$ cat src/rtl/snail_pkg.sv
// rtl/snail_pkg.sv - shared state encodings and debug names for the snail stream sequencer
package snail_pkg;

  typedef enum logic [1:0] {IDLE, SHIFT, FLUSH, DONE} seq_state_t;
  typedef enum logic {SAD, WAIT1} det_state_t;

  // Eight-character ASCII state name, for waveform viewers.
  function automatic logic [63:0] txstate(input seq_state_t s);
    case (s)
      IDLE:    txstate = "IDLE    ";
      SHIFT:   txstate = "SHIFT   ";
      FLUSH:   txstate = "FLUSH   ";
      default: txstate = "DONE    ";
    endcase
  endfunction

endpackage

$ cat src/rtl/snail_pair_det.sv
// rtl/snail_pair_det.sv - registered-output Mealy "11" detector with synchronous clear
module snail_pair_det
  import snail_pkg::*;
(
  input  logic clk,
  input  logic rst,
  input  logic d,
  input  logic clr,
  output logic q
);

  det_state_t state, state_d;

  always_comb begin
    state_d = SAD;
    if (d) state_d = WAIT1;
  end

  // Q is the Mealy output registered, so it lags the second '1' by one cycle.
  always_ff @(posedge clk or posedge rst) begin
    if (rst) begin
      state <= SAD;
      q     <= 1'b0;
    end else if (clr) begin
      state <= SAD;
      q     <= 1'b0;
    end else begin
      state <= state_d;
      q     <= (state == WAIT1) && d;
    end
  end

endmodule

$ cat src/rtl/snail_stream_sequencer.sv
// rtl/snail_stream_sequencer.sv - MSB-first word serialiser feeding the "11" detector, with match counting
// Optional first-match position output enabled by SNAIL_FIRST_POS_EN.
module snail_stream_sequencer
  import snail_pkg::*;
#(
  parameter int WIDTH = 8,
  localparam int CNT_W = $clog2(WIDTH + 1)
) (
  input  logic             clk,
  input  logic             rst,
  input  logic             start,
  input  logic [WIDTH-1:0] din,
  output logic             busy,
  output logic             done,
  output logic             bit_out,
  output logic             match,
`ifdef SNAIL_FIRST_POS_EN
  output logic [CNT_W-1:0] match_cnt,
  output logic [CNT_W-1:0] first_pos
`else
  output logic [CNT_W-1:0] match_cnt
`endif
);

  seq_state_t       state, state_d;
  logic [WIDTH-1:0] shreg;
  logic [CNT_W-1:0] idx;
  logic             accept;
  logic             counting;

  always_comb begin
    state_d = state;
    accept  = 1'b0;
    busy    = 1'b0;
    done    = 1'b0;
    bit_out = 1'b0;
    case (state)
      IDLE: begin
        if (start) begin
          accept  = 1'b1;
          state_d = SHIFT;
        end
      end
      SHIFT: begin
        busy    = 1'b1;
        bit_out = shreg[WIDTH-1];
        if (idx == CNT_W'(WIDTH - 1)) state_d = FLUSH;
      end
      FLUSH: begin
        busy    = 1'b1;
        state_d = DONE;
      end
      default: begin
        done    = 1'b1;
        state_d = IDLE;
      end
    endcase
  end

  assign counting = (state == SHIFT) || (state == FLUSH);

  snail_pair_det u_det (
    .clk (clk),
    .rst (rst),
    .d   (bit_out),
    .clr (accept),
    .q   (match)
  );

  // idx keeps counting into FLUSH, so idx-1 is always the position of the bit behind a live match.
  always_ff @(posedge clk or posedge rst) begin
    if (rst) begin
      state     <= IDLE;
      shreg     <= '0;
      idx       <= '0;
      match_cnt <= '0;
    end else begin
      state <= state_d;
      if (accept) begin
        shreg     <= din;
        idx       <= '0;
        match_cnt <= '0;
      end else begin
        if (state == SHIFT) begin
          shreg <= shreg << 1;
          idx   <= idx + CNT_W'(1);
        end
        if (counting && match) match_cnt <= match_cnt + CNT_W'(1);
      end
    end
  end

`ifdef SNAIL_FIRST_POS_EN
  always_ff @(posedge clk or posedge rst) begin
    if (rst) begin
      first_pos <= '1;
    end else if (accept) begin
      first_pos <= '1;
    end else if (counting && match && (first_pos == '1)) begin
      first_pos <= idx - CNT_W'(1);
    end
  end
`endif

endmodule

$ cat config.mk
export PLATFORM = sky130hd
export DESIGN_NAME = snail_stream_sequencer
export DESIGN_NICKNAME = d
export VERILOG_FILES = /design/src/rtl/snail_pkg.sv /design/src/rtl/snail_pair_det.sv /design/src/rtl/snail_stream_sequencer.sv
export SDC_FILE = /design/constraint.sdc
export NUM_CORES = 1
export LEC_CHECK = 0
export CELL_PAD_IN_SITES_DETAIL_PLACEMENT = 0
export CELL_PAD_IN_SITES_GLOBAL_PLACEMENT = 1
export CORE_MARGIN = 5
export CORE_UTILIZATION = 39
export DETAILED_ROUTE_END_ITERATION = 6
export GPL_TIMING_DRIVEN = 0
export HOLD_SLACK_MARGIN = 0.1
export PLACE_DENSITY_LB_ADDON = 0.15
export SYNTH_ARGS = -nofsm -noshare
export SYNTH_HDL_FRONTEND = slang
export SYNTH_HIERARCHICAL = 1
export SYNTH_SLANG_ARGS = --single-unit
$ cat constraint.sdc
create_clock -name clk -period 1.9 [get_ports clk]
set_input_delay 0.38 -clock clk [delete_from_list [all_inputs] [get_ports clk]]
set_output_delay 0.38 -clock clk [all_outputs]
set_load 0.01 [all_outputs]
# == After elaboration in Yosys (flattened, before gate mapping) ==
# Index checks and enable logic that the tools add are counted.
# word_totals
register_bits,20
latch_bits,0
mem_bits_rw,0
mem_bits_ro,0
inputBits,11
out_inout_bits,8
mem_count,0
# op_classes
add_sub_neg,2
multipliers,0
n_div,0
magnitude_cmp,0
eq_ne,5
n_shift,0
n_mux,17
bitwise_logic,0
n_reduce_logical,9
# ops
operator,n
two-way mux 4 bit,4
two-way mux 8 bit,2
"adder 4 x 1 -> 4 bit, second input constant",2
two-way mux 1 bit,8
case mux 2 bit (3 select lines),1
"== test 4 x 3 -> 1 bit, second input constant",1
two-way mux 2 bit,2
"inequality test 2 bit, second input constant",2
nonzero test 2 bit,2
OR reduction 3 bit,1
"== test 2 x 1 -> 1 bit, second input constant",1
"== test 2 bit, second input constant",1
logical AND 1 bit,2
logical NOT 2 bit,1
AND reduction 2 bit,1
OR reduction 2 bit,1
logical OR 1 bit,1

# == Logic depth before layout (Yosys ltp) ==
# Gate-level depths: netlist of the first run.
# logic_depth
depth_word,5
ltp_mapped,7
mapped_depth_nobuf,5

# == Modules after synthesis ==
# Netlist of the first run, hierarchy kept.
# by_module_without_submodules
mod,n_inst,cells_per_inst,area_per_inst_um2,seq_area_each_um2
snail_stream_sequencer,1,87,917.1,450.4
snail_pair_det,1,5,68.8,50.0

# == Worst setup path after synthesis of the first run ==
# No wires, ideal clock.
# synth_path
kind,register to register
startpoint,register state[0] (netlist name)
endpoint,register match_cnt[3]
setup_time_ns,0.073
t_arrival_ns,1.412
required_ns,1.827
path_slack_ns,0.415
stages_incl_launch_ff,6
cell_sequence,dfrtp_1 inv_1 ha_1 nand2_2 or3_1 a21oi_2
# synth_rtl
element,line,text
"end signal, assigned",snail_stream_sequencer.sv:88,if (counting && match) match_cnt <= match_cnt + CNT_W'(1);
"end, declared",snail_stream_sequencer.sv:21,output logic [CNT_W-1:0] match_cnt

==> results.txt, run 1 <==
H-tree levels - 1
Lkg Pwr - 0.000594 uW
CP Cell Sequence - inv_1 > ha_4 > dlygate4sd2_1
Tcrit/Tclk final - 91.9%
Avg WL per Cell - 12.9 um
ys async rst share - 100%
hold crit path type - input pin to async pin
I/O pins - 19
CTS Sinks - 20
Placer Congestion - 0.756
CTS tree - done
Slew HR - 52.4%
Hold Slack - 0.254 ns
Starting Density - 40.2%
Worst Reg-to-Reg Cells - 6
largest net degree at the start of global routing - 19
R2R Path Start - state[0]
Overall Global Routing Usage - 11.5%
critical path class - register to output port
Core Region - 2450 um^2
post-synthesis mux area share - 9.64%
RSZ-0062 raised after global routing - false
status - completed
clock tree buffer depth - 2
final hold vios - 0
FP Rows - 18
final setup vio count - 0
Antenna Diode Count - 0
Synth Area in Adders - 8.88%
P per Cell Area - 1330 nW/um^2
Setup Skew - 0.0100 ns
Simple-Gate Fraction of Synth Area - 13.7%
Congestion Overflow GR - 0
Worst-Skew Late Latency - 0.29 ns
Num CTS Buffers - 3
Data required, critical path - 1.52 ns
Worst-Margin Slew - 0.712 ns
DP Wirelength - 1.34 mm
mapped cell area - 986 um^2
DIE WIDTH - 60.3 um
XOR/XNOR share of the synthesized area - 4.44%
post-route ant nets - 0
PortBufs - 18
Vias/cell - 4.84
Crit Reg-Reg Endpoint - u_det/q
Post-synth EDFFs - 0
worst reg-to-reg setup slack - 0.40 ns
number of nets in the layout - 135
flops & latches, synth - 20
Post-Synthesis Cells - 92
sequential share of the synthesized area - 50.8%
Avg Synthesized Cell Area - 10.7 um^2
die height - 60.3 um
worst-path maximum fanout - 5
yosys warns - 6
layout cells sized above 1 - 13.9%
Slowest-stage cell, CP - dfrtp_1
first-pass GRT wire length - 3.11 mm
VDD IR max - 0.770 mV
Worst setup EP type - output port
max incr delay on CP - 0.40 ns
Main synth FF type - dfrtp_1
Critical Path End - busy
vias in the first global route - 720
Period minus WS final - 1.75 ns
Die Area - 3630 um^2
setup TNS - 0 ns
Fillers - 233
DRC Markers - 0
Layout Area Growth over Synthesis - 27.0%
total wire length - 1.87 mm
Peak Freq - 573 MHz
Final Max Tran Viols - 0
synth unique cells - 26
CTS root buffer - clkbuf_4
Synth Area in Compound Gates - 8.12%
Hold Buf Count CTS - 0
combinational family with the most area after synthesis - simple AND/OR/NAND/NOR gates
syn nets - 110
Clock transition at path regs - 0.11 ns
initial antenna violation count - 0
TritonRoute pass-1 iters - 4
via count - 702
Critical Path AT - 1.37 ns
CP Launch Type - register
Setup crit start - state[0]
Max Cap Viol - 0
1st-iter DRT viols - 13
## cell type report
type / instances / area (um^2) / share of cell area (%)
well taps: 30 / 37.5 / 3.00
inverters: 5 / 18.8 / 1.50
repair buffers: 20 / 191 / 15.3
clock buffers: 3 / 22.5 / 1.80
plain buffers: 4 / 25.0 / 2.00
multi-input cells: 63 / 457 / 36.5
flip-flops and latches: 20 / 500 / 40.0
## sequential cells by signal (all words and copies together) (netlist names)
name	cells
state	2
shreg	8
idx	4
u_det/state	1
match_cnt	4
u_det/q	1
## what timing repair did
| item | in CTS | in global routing |
|---|---|---|
| buffers inserted | 2 | 0 |
| endpoints found under the hold margin | 0 | 0 |
| endpoints found under the setup margin | 2 | 2 |
| gates resized for setup | 5 | 3 |
## cell families (layout without fill, tap and decap cells)
logic type	Yosys count	count (layout)
adders and majority gates	7	7
xor gates and xnor gates	5	5
and+or+nand+nor	28	28
buffers and inverters	9	32
DFF	20	20
AOI/OAI and AO/OA	14	14
muxes	9	9
## power breakdown
| group | internal [uW] | leakage (uW) | switching [uW] |
|---|---|---|---|
| Clock | 73.7 | 0.0000138 | 123 |
| Combinational | 416 | 0.000319 | 393 |
| Sequential | 569 | 0.000260 | 85.4 |
| Total | 1060 | 0.000594 | 601 |
## placed cells by master (no fill, tap or decap), types with 2 or more instances in the layout
cell type	n
dfrtp_1	20
clkdlybuf4s50_1	15
nand2_1	10
mux2i_1	8
o21ai_1	6
nor2_1	6
ha_1	5
buf_4	4
xor2_1	4
inv_1	4
nand3_1	3
o21ai_0	3
clkbuf_4	3
and2_1	2
buf_2	2
a21oi_1	2
## metal layers
layer  up-vias  track usage [%]  share of wire, %
li1        355                -                 -
met1       337             15.5                51
met2         8             18.1                46
met3         2             3.89               2.5
met4         0             1.90              0.54
met5         -                0                 0
## worst max-delay path: cells and delay by family, from the launching register on
kind                       cells  cell delay [ns]
buffers and inverters          2             0.42
DFF                            1             0.40
adders and majority gates      1             0.24
## synth_stat cells, types with 3 or more instances
master   number  share of area [%]
dfrtp_1      20                 51
ha_1          7                8.9
inv_1         5                1.9
mux2i_1       8                8.1
nand2_1      10                3.8
nand3_1       3                1.5
nor2_1        6                2.3
o21ai_0       3                1.5
o21ai_1       6                3.0
xor2_1        4                3.6
## worst min-delay path by stage
stage | from | end | slack (ns) | cells past startpoint
2_1_floorplan | rst | u_det/q | 0.12 | 1
3_3_place_gp | u_det/state | u_det/q | 0.47 | 1
3_5_place_dp | u_det/state | u_det/q | 0.49 | 1
4_1_cts | rst | u_det/state | 0.25 | 2
5_1_grt | rst | u_det/state | 0.26 | 2
6_report | rst | u_det/state | 0.25 | 2
## per-stage QoR
stage          utilization (%)  cell area [um^2]  cells  power, uW  setup slack (ns)
3_3_place_gp              49.0              1200    140       1400            0.0730
4_1_cts                   51.1              1250    145       1680           0.00725
2_1_floorplan                -               986     92       1190             0.415
6_report                  51.0              1250    145       1660             0.154
3_5_place_dp              49.0              1200    140       1420            0.0638
5_1_grt                   51.0              1250    145       1780            0.0869
Power figures use the tool's default switching activity.
==> run 2: changes to the inputs <==
CORE_UTILIZATION = 35   (was 39)
CTS_CLUSTER_DIAMETER = 50   (was default)
==> run 2 against run 1 <==
  * Non-clock buffer count is the same
  * Sequential power grew 1%
  * Sequential cell count is the same
  * Final area grew 1.5%
  * Worst setup slack lost 0.067 ns
  * Critical path depth grew 1
==> results.txt, run 2 (synthesized netlist as in run 1, its figures left out) <==
Hold Slack - 0.245 ns
Worst-Margin Slew - 0.690 ns
DIE WIDTH - 63.1 um
final setup vio count - 0
clock tree buffer depth - 2
layout cells sized above 1 - 13.8%
H-tree levels - 1
Crit Reg-Reg Endpoint - u_det/q
commonest cells after routing, fill and taps aside - dfrtp_1 (20), clkdlybuf4s50_1 (15), nand2_1 (10)
Fillers - 262
Critical Path AT - 1.43 ns
VDD IR max - 0.701 mV
Overall Global Routing Usage - 10.2%
Lkg Pwr - 0.000604 uW
Final Max Tran Viols - 0
CTS root buffer - clkbuf_4
initial antenna violation count - 0
Worst Reg-to-Reg Cells - 6
Worst-Skew Late Latency - 0.29 ns
Hold Buf Count CTS - 0
Starting Density - 36.1%
1st-iter DRT viols - 20
setup TNS - 0 ns
max reg flops - 8
GR Util met3 - 3.20%
CP Launch Type - register
Slew HR - 53.9%
Vias/cell - 4.76
status - completed
FP Rows - 19
Antenna Diode Count - 0
Tcrit/Tclk final - 95.4%
Core Region - 2730 um^2
post-route ant nets - 0
RSZ-0062 raised after global routing - false
worst-path maximum fanout - 3
DP Wirelength - 1.36 mm
Max Cap Viol - 0
first-pass GRT wire length - 3.27 mm
TritonRoute pass-1 iters - 2
busiest grt layer - met2
DRC Markers - 0
Congestion Overflow GR - 0
Num CTS Buffers - 3
die height - 63.1 um
CTS Sinks - 20
worst reg-to-reg setup slack - 0.38 ns
I/O pins - 19
via count - 700
Die Area - 3980 um^2
R2R Path Start - state[0]
vias in the first global route - 732
PortBufs - 18
P per Cell Area - 1340 nW/um^2
Clock transition at path regs - 0.11 ns
largest net degree at the start of global routing - 19
hold crit path type - input pin to async pin
Setup Skew - 0.00109 ns
Data required, critical path - 1.52 ns
met1 usage - 12.8%
Period minus WS final - 1.81 ns
Layout Area Growth over Synthesis - 28.9%
CTS tree - done
number of nets in the layout - 135
final hold vios - 0
Biggest register - shreg
Top Registers - shreg x8, idx x4, match_cnt x4
Worst setup EP type - output port
Peak Freq - 551 MHz
critical path class - register to output port
met2 global-route usage - 16.4%
most common cell after layout, fill and taps aside - dfrtp_1
Avg WL per Cell - 12.6 um
total wire length - 1.85 mm
Placer Congestion - 0.708
==> run 2: changes by cell type in the layout (fill, tap and decap cells not counted), sizes merged <==
| cell | change |
|---|---|
| dlygate4sd2 | +1 |
==> run 2: layout make-up <==
cell class | instances | area (um^2) | share of cell area, %
flip-flops and latches | 20 | 500 | 39.4
clock buffers | 4 | 36.3 | 2.85
plain buffers | 4 | 25.0 | 1.97
inverters | 5 | 18.8 | 1.48
well taps | 31 | 38.8 | 3.05
repair buffers | 20 | 195 | 15.4
multi-input cells | 63 | 457 | 35.9
==> run 2: where the power goes <==
group          internal (uW)  leakage (uW)  switching, uW  total (uW)
sequential               569      0.000260           93.2         662
clock                    117     0.0000210            131         248
combinational            417      0.000322            378         795
==> run 2: worst max path at each step <==
stage	start	end	slack (ns)	depth (start not counted)
2_1_floorplan	state[0]	match_cnt[3]	0.41	5
3_3_place_gp	state[0]	busy	0.09	3
3_5_place_dp	state[0]	busy	0.04	3
4_1_cts	state[1]	done	0.009	3
5_1_grt	state[0]	busy	0.002	3
6_report	state[1]	bit_out	0.09	4
==> run 2: timing repair <==
item	4_1_cts	5_1_grt
setup endpoints to repair	2	1
resized for setup	5	1
cloned	0	0
setup buffers	2	0
pin swaps	0	0
==> run 2: stage by stage <==
step | instances | utilization [%] | cell area, um^2 | total power, uW | setup WS [ns]
after floorplan | 92 | - | 986 | 1190 | 0.415
after global placement | 141 | 44.1 | 1200 | 1400 | 0.0871
after detailed placement | 141 | 44.1 | 1200 | 1430 | 0.0440
after CTS | 147 | 46.4 | 1270 | 1740 | 0.00942
after global routing | 147 | 46.5 | 1270 | 1850 | 0.00158
final | 147 | 46.5 | 1270 | 1700 | 0.0867
==> run 2: critical path: stages, from the launching register on <==
cell	delay [ns]
dfrtp_1	0.42
inv_2	0.10
ha_2	0.20
and2_1	0.16
dlygate4sd2_1	0.27
==> run 2: per-layer routing <==
layer / share of wire [%] / vias to the layer above
met4: 0.87 / 0
met5: 0 / -
li1: - / 354
met2: 46 / 13
met3: 4.8 / 2
met1: 48 / 331
